## src/rtl/prod_accum_pkg.sv

```systemverilog
// Shared types and default widths for the product accumulator.
package prod_accum_pkg;

  localparam int R_WIDTH_DEFAULT   = 43;
  localparam int ACC_WIDTH_DEFAULT = 48;
  localparam int LEN_WIDTH_DEFAULT = 16;

  typedef enum logic [1:0] {
    IDLE  = 2'd0,
    ACCUM = 2'd1,
    HOLD  = 2'd2
  } state_t;

endpackage

```

## src/rtl/prod_accum.sv

```systemverilog
// Vector accumulator: sums len_i unsigned products after a start pulse and
// holds the result with a sticky carry flag until the consumer accepts it.
module prod_accum
  import prod_accum_pkg::*;
#(
  parameter int R_WIDTH   = R_WIDTH_DEFAULT,
  parameter int ACC_WIDTH = ACC_WIDTH_DEFAULT,
  parameter int LEN_WIDTH = LEN_WIDTH_DEFAULT
) (
  input  logic                 clk_i,
  input  logic                 rst_i,
  input  logic                 start_i,
  input  logic [LEN_WIDTH-1:0] len_i,
  input  logic [R_WIDTH-1:0]   prod_i,
  input  logic                 prod_valid_i,
  output logic                 busy_o,
  output logic [ACC_WIDTH-1:0] sum_o,
  output logic                 sum_valid_o,
  input  logic                 sum_ready_i,
  output logic                 ovf_o,
  output logic                 drop_o
);

  state_t               state_reg, state_next;
  logic [ACC_WIDTH-1:0] acc_reg, acc_next;
  logic [LEN_WIDTH-1:0] cnt_reg, cnt_next;
  logic [LEN_WIDTH-1:0] len_reg, len_next;
  logic                 ovf_reg, ovf_next;
  logic                 sum_valid_reg;
  logic                 busy_reg;
  logic                 drop_reg;
  logic [ACC_WIDTH:0]   sum_ext;
  logic [LEN_WIDTH-1:0] cnt_inc;

  always_comb begin
    state_next = state_reg;
    acc_next   = acc_reg;
    cnt_next   = cnt_reg;
    len_next   = len_reg;
    ovf_next   = ovf_reg;
    // Extra top bit captures the carry-out of the modulo-2^ACC_WIDTH add.
    sum_ext    = {1'b0, acc_reg} + {{(ACC_WIDTH - R_WIDTH + 1){1'b0}}, prod_i};
    cnt_inc    = cnt_reg + 1'b1;

    case (state_reg)
      IDLE: begin
        if (start_i) begin
          acc_next   = '0;
          cnt_next   = '0;
          ovf_next   = 1'b0;
          len_next   = len_i;
          state_next = (len_i == '0) ? HOLD : ACCUM;
        end
      end
      ACCUM: begin
        if (prod_valid_i) begin
          acc_next = sum_ext[ACC_WIDTH-1:0];
          ovf_next = ovf_reg | sum_ext[ACC_WIDTH];
          cnt_next = cnt_inc;
          if (cnt_inc == len_reg) begin
            state_next = HOLD;
          end
        end
      end
      HOLD: begin
        // sum_valid_o is always high in HOLD, so ready alone completes it.
        if (sum_ready_i) begin
          state_next = IDLE;
        end
      end
      default: state_next = IDLE;
    endcase
  end

  always_ff @(posedge clk_i or posedge rst_i) begin
    if (rst_i) begin
      state_reg     <= IDLE;
      acc_reg       <= '0;
      cnt_reg       <= '0;
      len_reg       <= '0;
      ovf_reg       <= 1'b0;
      sum_valid_reg <= 1'b0;
      busy_reg      <= 1'b0;
      drop_reg      <= 1'b0;
    end else begin
      state_reg     <= state_next;
      acc_reg       <= acc_next;
      cnt_reg       <= cnt_next;
      len_reg       <= len_next;
      ovf_reg       <= ovf_next;
      // Status flags are registered from the next state so they align with it.
      sum_valid_reg <= (state_next == HOLD);
      busy_reg      <= (state_next != IDLE);
      drop_reg      <= prod_valid_i && (state_reg != ACCUM);
    end
  end

  assign sum_o       = acc_reg;
  assign ovf_o       = ovf_reg;
  assign sum_valid_o = sum_valid_reg;
  assign busy_o      = busy_reg;
  assign drop_o      = drop_reg;

endmodule

```

## config.mk

```make
export PLATFORM = sky130hd
export DESIGN_NAME = prod_accum
export DESIGN_NICKNAME = d
export VERILOG_FILES = /design/src/rtl/prod_accum_pkg.sv /design/src/rtl/prod_accum.sv
export SDC_FILE = /design/constraint.sdc
export NUM_CORES = 1
export LEC_CHECK = 0
export CORE_ASPECT_RATIO = 0.9
export CORE_MARGIN = 4
export CORE_UTILIZATION = 39
export DETAILED_ROUTE_END_ITERATION = 8
export PLACE_DENSITY = 0.74
export SYNTH_ARGS = -nofsm -noshare
export SYNTH_HDL_FRONTEND = slang
export SYNTH_SLANG_ARGS = --single-unit
export TNS_END_PERCENT = 30
```

## constraint.sdc

```tcl
create_clock -name clk_i -period 2.6 [get_ports clk_i]
set_clock_uncertainty 0.05 [all_clocks]
set_input_delay 0.26 -clock clk_i [delete_from_list [all_inputs] [get_ports clk_i]]
set_output_delay 0.26 -clock clk_i [all_outputs]
set_load 0.005 [all_outputs]
```

# == Word-level counts from Yosys, hierarchy flattened ==
# Cells that the tools add are included.
# classes
addsub,2
n_eq_ne,7
n_mux,15
bitwise,1
n_reduce_logical,7
# op_table
operator,n
$mux W48,2
$pmux W48 S2,1
$add A48 B43 Y49,1
$mux W16,2
$pmux W16 S2,1
$add A16 B1 Y16 const B,1
$eq A16 B16 Y1,1
$logic_not A16 Y1,1
$mux W2,5
$pmux W2 S3,1
$eq A2 B2 Y1 const B,2
$ne A2 B2 Y1 const B,2
$reduce_bool A2 Y1,2
$reduce_and A3 Y1,1
$eq A2 B1 Y1 const B,1
$logic_not A2 Y1,1
$mux W1,2
$ne A2 B1 Y1 const B,1
$pmux W1 S2,1
$reduce_and A2 Y1,1
$logic_and A1 B1 Y1,1
$or A1 B1 Y1,1
# totals
reg_bits,86
out_inout_bits,52
wordCells,40

# == Longest topological paths before layout ==
# Gate-level depths: netlist of run 1.
# logic_depth
word_depth,6
mapped_depth,11
depth_no_buf,11

# == Least setup slack after synthesis of run 1 ==
# Ideal clock, no wire load.
# synth_path
path_type,reg2reg
from,reg cnt_reg[0]
to,reg state_reg[0]
arrival_ns,2.505
required_ns,2.411
slack_ns,-0.094
path_stages_with_launch,12
n_path_buf,2
path_cell_list,dfrtp_1 -> ha_1 -> and3_4 -> and3_4 -> buf_6 -> and3_4 -> buf_6 -> xnor2_2 -> nand3_1 -> or4_4 -> a2111oi_4 -> a311oi_1
# synth_via
elab_chain_len,5
# synth_lines
item,line,source
"start, declared",prod_accum.sv:26,"logic [LEN_WIDTH-1:0] cnt_reg, cnt_next;"
"start signal, assigned",prod_accum.sv:88,cnt_reg <= cnt_next;
$add A16 B1 Y16,prod_accum.sv:43,cnt_inc = cnt_reg + 1'b1;
$eq A16 B16 Y1,prod_accum.sv:60,if (cnt_inc == len_reg) begin
$mux W2,prod_accum.sv:60,
$mux W2,prod_accum.sv:56,if (prod_valid_i) begin
$pmux W2 S3,prod_accum.sv:45,case (state_reg)
net state_next[0],prod_accum.sv:24,"state_t state_reg, state_next;"
"end signal, assigned",prod_accum.sv:86,state_reg <= state_next;
"end, declared",prod_accum.sv:24,
# The timed path passes the listed nets, and every way through them passes these cells.
# A chain may end at the register's enable or synchronous reset.

# == Final worst setup path of run 1 ==
# layout_path
from,reg acc_reg[1] (netlist: sum_o[1])
to,reg acc_reg[23] (netlist: sum_o[23])
# layout_via
elab_chain_len,3
# layout_lines
item,line,source
"start, declared",prod_accum.sv:25,"logic [ACC_WIDTH-1:0] acc_reg, acc_next;"
"start signal, assigned",prod_accum.sv:87,acc_reg <= acc_next;
$add A48 B43 Y49,prod_accum.sv:42,"sum_ext = {1'b0, acc_reg} + {{(ACC_WIDTH - R_WIDTH + 1){1'b0}}, prod_i};"
$mux W48,prod_accum.sv:56,
$pmux W48 S2,prod_accum.sv:45,
# No other way between the ends. The select of a mux whose other input is x is not followed.

==> flow_metrics.py, run 1 <==
metrics = {
    "outcome": {
        "status": "finished with violations",
        "violations": "negative setup slack",
    },
    "yosys": {
        "ys_types": 68,
        "avgSynthCellArea_um2": 8.705,
        "ys_seq_elements": 86,
        "syn_area_um2": 6494,
        "synth_xor_area_frac": 0.07823,
        "synthAdderAreaFrac": 0.08786,
        "synth_top_family_by_area": "compound AO/OA/AOI/OAI gates",
        "synth-compound-area-share": 0.2497,
        "synthSimpleGateAreaFrac": 0.1844,
        "synth_warnings": 0,
        "ys_seq_area_frac": 0.3314,
        "ys.flop_type": "dfrtp_1",
        "synthMuxAreaShare": 0.03545,
        "synth_nets": 855,
        "synth-edff-count": 0,
        "syn_inst": 746,
        "ys_async_sr_fraction": 1.000,
    },
    "detailed_routing": {
        "wire_per_inst_um": 16.97,
        "drtPass1Iterations": 5,
        "drt_first_iter_violations": 468,
        "drc_errors": 0,
        "antenna_left": 0,
        "vias": 6705,
        "finalWirelength_um": 20510,
        "vias_per_cell": 5.546,
    },
    "power_and_ir_drop": {
        "powerDensity_nw_per_um2": 1140,
        "ir_drop_mv": 0.5755,
        "p_total_uw": 11040,
        "p_leak_uw": 0.004352,
    },
    "finish": {
        "syn2layout_area_growth_pct": 49.09,
        "layout.nets": 1105,
        "drive_gt1_frac": 0.2697,
        "final_area_um2": 9682,
        "fillers": 1360,
        "largest_register_ffs": 48,
    },
    "critical_path": {
        "startpoint_type": "register",
        "cp.arrival_ns": 2.85,
        "worst-path-max-fanout": 3,
        "worst-endpoint-required_ns": 2.78,
        "path_class": "reg2reg",
        "end_kind": "register",
        "reg2reg_depth": 10,
    },
    "clocking": {
        "ctsHoldBuffers": 0,
        "clk_latency_ns": 0.35,
        "path_clk_slew_ns": 0.07,
        "cts_inserted_buffers": 9,
        "cts_sinks": 86,
        "clockBufferDepth": 2,
        "htreeDepth": 3,
        "ctsRootBufferMaster": "clkbuf_16",
        "cts_tree": "done",
    },
    "floorplanning": {
        "num_rows": 44,
        "start_util": 0.3998,
        "die_x_um": 144.0,
        "fp.dieArea_um2": 18780,
        "ios": 116,
        "die_h_um": 130.4,
        "core_um2": 16240,
    },
    "timing": {
        "finalSetupViolCount": 15,
        "slew_headroom": 0.6914,
        "period_needed_ns": 2.673,
        "fmax_mhz": 374.2,
        "maxSlewViolCount": 0,
        "rsz0062_at_grt": "true",
        "period_share": 1.028,
        "finalHoldViolCount": 0,
        "worst_pin_slew_ns": 0.4611,
        "fin_ws_ns": -0.07251,
    },
    "flow_run": {
        "max-cap-violations": 0,
    },
    "placement": {
        "dp_slack_ns": -0.7456,
        "io_buffer_count": 115,
        "place_congestion": 0.9174,
        "dpl_cell_area_um2": 8935,
        "dpl.hpwl_um": 15290,
    },
    "global_routing": {
        "antenna_found_initial": 1,
        "grt_pass1_wl_um": 32950,
        "grt_use_met3": 0.04403,
        "grt_max_degree": 35,
        "grt_pass1_vias": 6690,
        "grt.busiest_layer": "met2",
        "globalRouteOverflowTotal": 0,
        "met2_usage": 0.3659,
        "use_met1": 0.2860,
        "grt_usage": 0.2183,
    },
    "hold_path": {
        "min_path_type": "in2async",
    },
}
-- where the power goes --
part	leakage, uW	switching, uW	internal [uW]
registers	0.00108	421	1850
logic	0.00314	3520	3990
clock network	0.000136	597	652
-- cells in the final DEF (no fill, tap or decap), types with 4 or more instances in the layout --
master,synthesis,final
nor2_1,32,30
and3_4,6,8
o31ai_1,10,7
o21a_1,6,6
a22o_1,6,6
o21ai_1,3,11
a21oi_1,54,44
and3_1,13,12
o21bai_1,7,6
nand3b_1,5,5
o211ai_1,4,4
ha_2,0,6
a32o_1,6,6
xor2_1,21,21
inv_1,13,12
ha_4,0,7
a21oi_2,0,7
nand3_1,16,15
clkbuf_16,0,9
dfrtp_1,86,86
nor2b_1,7,6
buf_4,0,159
nor3_1,10,7
nor4_1,4,4
a31oi_1,12,12
ha_1,44,31
and2_1,5,5
a21o_1,35,35
nand2_1,97,97
nand4_1,16,16
or3_1,6,5
clkinv_2,0,4
a2111oi_4,1,4
mux2i_1,5,5
o21ai_0,80,69
clkdlybuf4s50_1,0,115
xnor2_1,32,30
mux2_2,16,16
-- final cells by class --
type / count / area [um2] / share of cell area
antenna: 1 / 2.502 / 0.0002585
clock buffer: 9 / 225.2 / 0.02326
clock inverter: 7 / 48.80 / 0.005040
inverter: 13 / 50.05 / 0.005169
multi-input combinational: 610 / 4568 / 0.4718
sequential: 86 / 2152 / 0.2223
tap: 207 / 259.0 / 0.02675
timing repair buffer: 276 / 2376 / 0.2454
-- synth_stat cells (all sizes together), types with 2 or more instances --
| cell type | instances | share of area |
|---|---|---|
| nand2b | 3 | 0.0029 |
| o2111ai | 2 | 0.0027 |
| a22oi | 3 | 0.0035 |
| or4 | 2 | 0.0029 |
| a21oi | 54 | 0.042 |
| a211oi | 4 | 0.0046 |
| and3 | 20 | 0.024 |
| a21boi | 4 | 0.0046 |
| nand3b | 5 | 0.0058 |
| o211a | 2 | 0.0031 |
| a41oi | 2 | 0.0027 |
| dfrtp | 86 | 0.33 |
| a31oi | 12 | 0.012 |
| buf | 9 | 0.0092 |
| nor2 | 33 | 0.020 |
| ha | 44 | 0.085 |
| or3 | 6 | 0.0058 |
| xnor2 | 34 | 0.050 |
| o31ai | 10 | 0.012 |
| nor3 | 10 | 0.0077 |
| o211ai | 4 | 0.0046 |
| clkbuf | 28 | 0.016 |
| nor2b | 7 | 0.0067 |
| nand2 | 97 | 0.056 |
| nand3 | 17 | 0.015 |
| o21bai | 7 | 0.0081 |
| nor3b | 2 | 0.0023 |
| and4 | 3 | 0.0044 |
| o21a | 6 | 0.0069 |
| a211o | 2 | 0.0027 |
| mux2 | 16 | 0.028 |
| nand4 | 16 | 0.015 |
| a21o | 35 | 0.040 |
| xor2 | 21 | 0.028 |
| a32o | 6 | 0.0092 |
| a2111oi | 5 | 0.0096 |
| inv | 13 | 0.0075 |
| and2 | 7 | 0.0069 |
| nor4 | 5 | 0.0058 |
| a22o | 6 | 0.0081 |
| o21ai | 83 | 0.064 |
| mux2i | 5 | 0.0077 |
-- logic make-up after synthesis --
logic type | count (synthesis)
xor gates and xnor gates | 55
adders and majority gates | 45
muxes | 21
DFF | 86
buffers and inverters | 50
AOI/OAI and AO/OA | 254
and+or+nand+nor | 235
-- metrics by stage --
step	TNS (ns)	utilization	hold WS, ns	std cells
after floorplan	-0.06128	-	0.3211	746
after global placement	-14.33	0.5502	0.4305	1186
after detailed placement	-16.09	0.5502	0.4402	1186
after CTS	-0.6493	0.5822	0.1796	1207
after global routing	-2.627	0.5961	0.2000	1209
final	-0.4772	0.5961	0.1693	1209
-- what timing repair did --
| action | CTS | global route |
|---|---|---|
| setup endpoints to repair | 28 | 35 |
| gates cloned | 0 | 0 |
| pin swaps | 25 | 20 |
| buffers inserted | 6 | 1 |
| resized for setup | 47 | 41 |
-- critical path: stages (launching register included) --
cell	delay, ns
dfrtp_1	0.40
ha_1	0.31
a211oi_2	0.25
o21bai_1	0.15
nand4_1	0.23
nand2_1	0.18
buf_4	0.19
a41o_1	0.25
a31oi_1	0.27
xor2_1	0.18
o21ai_0	0.09
-- path summary, 6_finish.rpt --
kind / end / startpoint / slack [ns]
worst max-delay path: sum_o[23] / sum_o[1] / -0.07
worst min register to register: ovf_o / ovf_o / 0.45
worst max register to register: sum_o[23] / sum_o[1] / -0.07
worst min-delay path: cnt_reg[14] / rst_i / 0.17
min in group clk_i: ovf_o / ovf_o / 0.45
max in group asynchronous: state_reg[0] / rst_i / 1.72
-- routing by layer --
layer,share of wire,vias up
met5,0,-
met4,0.024,0
met3,0.052,33
met2,0.48,200
met1,0.44,3224
li1,-,3248
Power figures use the tool's default switching activity.
==> run 2, diff against run 1 <==
PLACE_DENSITY = 0.71   (was 0.74)
clock period = 3.36 ns   (was 2.6 ns; I/O delays follow)
==> run 2 against run 1 <==
The flow now finishes without violations. Routed wire length decreased by 11%. Cell count decreased by 12%. Clock power decreased by 22%. Power decreased by 36%. Hold slack improved by 0.16 ns. Via count decreased by 9.9%. Setup slack improved by 0.35 ns. Combinational power decreased by 43%. Global-route usage decreased by 2.2 points. Sequential power decreased by 21%. Critical endpoint is now sum_o[37].
==> flow_metrics.py, run 2 (synthesized netlist as in run 1, its figures left out) <==
metrics = {
    "finish": {
        "final_area_um2": 8195,
        "mostFrequentLayoutCell": "clkdlybuf4s50_1",
        "layout.nets": 963,
        "layout_common_cells": "clkdlybuf4s50_1 (115), nand2_1 (97), dfrtp_1 (86)",
        "syn2layout_area_growth_pct": 26.20,
        "drive_gt1_frac": 0.08149,
        "fillers": 1538,
        "largest_register_ffs": 48,
    },
    "detailed_routing": {
        "drtPass1Iterations": 5,
        "finalWirelength_um": 18320,
        "antenna_left": 0,
        "vias": 6038,
        "drc_errors": 0,
        "drt_first_iter_violations": 370,
        "vias_per_cell": 5.659,
        "wire_per_inst_um": 17.17,
    },
    "clocking": {
        "cts_resized": 0,
        "clockBufferDepth": 2,
        "cts_sinks": 86,
        "clk_latency_ns": 0.35,
        "ctsRootBufferMaster": "clkbuf_16",
        "cts_tree": "done",
        "cts_inserted_buffers": 9,
        "htreeDepth": 3,
        "path_clk_slew_ns": 0.06,
        "ctsHoldBuffers": 0,
        "post-cts-setup-buffers": 0,
    },
    "timing": {
        "finalSetupViolCount": 0,
        "fmax_mhz": 324.3,
        "whs_ns": 0.3319,
        "worst_pin_slew_ns": 1.080,
        "slew_headroom": 0.2786,
        "finalHoldViolCount": 0,
        "period_needed_ns": 3.084,
        "maxSlewViolCount": 0,
        "period_share": 0.9177,
        "rsz0062_at_grt": "false",
    },
    "floorplanning": {
        "die_x_um": 144.0,
        "num_rows": 44,
        "ios": 116,
        "die_h_um": 130.4,
        "fp.dieArea_um2": 18780,
        "start_util": 0.3998,
        "core_um2": 16240,
    },
    "power_and_ir_drop": {
        "power_frac_comb": 0.605,
        "switching_share": 0.4243,
        "sequentialPowerShare": 0.256,
        "ir_drop_mv": 0.4554,
        "switching_power_uw": 2987,
        "p_leak_uw": 0.003604,
        "intPower_uw": 4054,
        "powerDensity_nw_per_um2": 859.2,
        "clkPwrFrac": 0.138,
    },
    "global_routing": {
        "globalRouteOverflowTotal": 0,
        "antenna_found_initial": 1,
        "grt_pass1_vias": 5780,
        "grt_max_degree": 55,
        "grt_usage": 0.1963,
        "grt_pass1_wl_um": 29490,
    },
    "outcome": {
        "status": "finished clean",
    },
    "critical_path": {
        "path_class": "in2reg",
        "worst-endpoint-required_ns": 3.52,
        "startpoint_type": "input port",
        "cp.arrival_ns": 3.24,
        "end_kind": "register",
        "worst-path-max-fanout": 4,
    },
    "placement": {
        "dpl_cell_area_um2": 7906,
        "io_buffer_count": 115,
        "dpl.hpwl_um": 13600,
        "place_congestion": 0.8922,
    },
    "hold_path": {
        "min_path_type": "in2async",
    },
    "flow_run": {
        "max-cap-violations": 0,
    },
}
-- run 2: per-layer routing --
metal / vias to the layer above / routed length (um) / track usage
met5: - / 0 / 0
met4: 0 / 402 / 0.06312
met3: 29 / 839 / 0.03748
met2: 151 / 8242 / 0.3002
met1: 2900 / 8839 / 0.2809
li1: 2958 / - / -
-- run 2: critical path: stages --
cell and delay (ns):
clkdlybuf4s50_1 0.43, ha_1 0.32, a21oi_1 0.34, o211ai_1 0.21, a21o_1 0.22, and3_1 0.17, a2111oi_0 0.49, buf_4 0.22
o31a_1 0.24, xor2_1 0.18, o21ai_0 0.09
-- run 2: cell type report --
| class | count | area, um2 | area share |
|---|---|---|---|
| Antenna cell | 1 | 2.502 | 0.0003053 |
| Clock buffer | 12 | 256.5 | 0.03130 |
| Clock inverter | 4 | 30.03 | 0.003664 |
| Inverter | 13 | 50.05 | 0.006107 |
| Multi-Input combinational cell | 610 | 4139 | 0.5050 |
| Sequential cell | 86 | 2152 | 0.2626 |
| Tap cell | 207 | 259.0 | 0.03160 |
| Timing Repair Buffer | 134 | 1306 | 0.1594 |
-- run 2: stage by stage --
step           utilization  power (uW)   TNS (ns)  worst slack [ns]  cells
3_3_place_gp        0.4868        5953  -0.004668         -0.002853   1050
2_1_floorplan            -        4473          0            0.6661    746
5_1_grt             0.5046        7628          0           0.06537   1067
3_5_place_dp        0.4868        6006   -0.02064          -0.02064   1050
6_report            0.5046        7041          0            0.2764   1067
4_1_cts             0.5045        7040          0            0.3172   1066
-- run 2: final timing paths --
path | from | endpoint | slack (ns) | cells past startpoint
setup reg to reg | sum_o[20] | sum_o[45] | 0.30 | 9
max in group asynchronous | rst_i | sum_o[6] | 2.24 | 3
min in group clk_i | sum_o[0] | sum_o[0] | 0.45 | 2
hold / removal | rst_i | len_reg[13] | 0.33 | 2
hold reg to reg | sum_o[0] | sum_o[0] | 0.45 | 2
setup / recovery | prod_i[14] | sum_o[37] | 0.28 | 11
-- run 2: power groups by stage --
| stage | logic (uW) | clock network (uW) | registers, uW |
|---|---|---|---|
| 3_3_place_gp | 4140 | 0 | 1810 |
| 6_report | 4260 | 974 | 1800 |
| 3_5_place_dp | 4190 | 0 | 1820 |
| 5_1_grt | 4710 | 1050 | 1870 |
| 2_1_floorplan | 2720 | 0 | 1760 |
| 4_1_cts | 4230 | 1010 | 1810 |
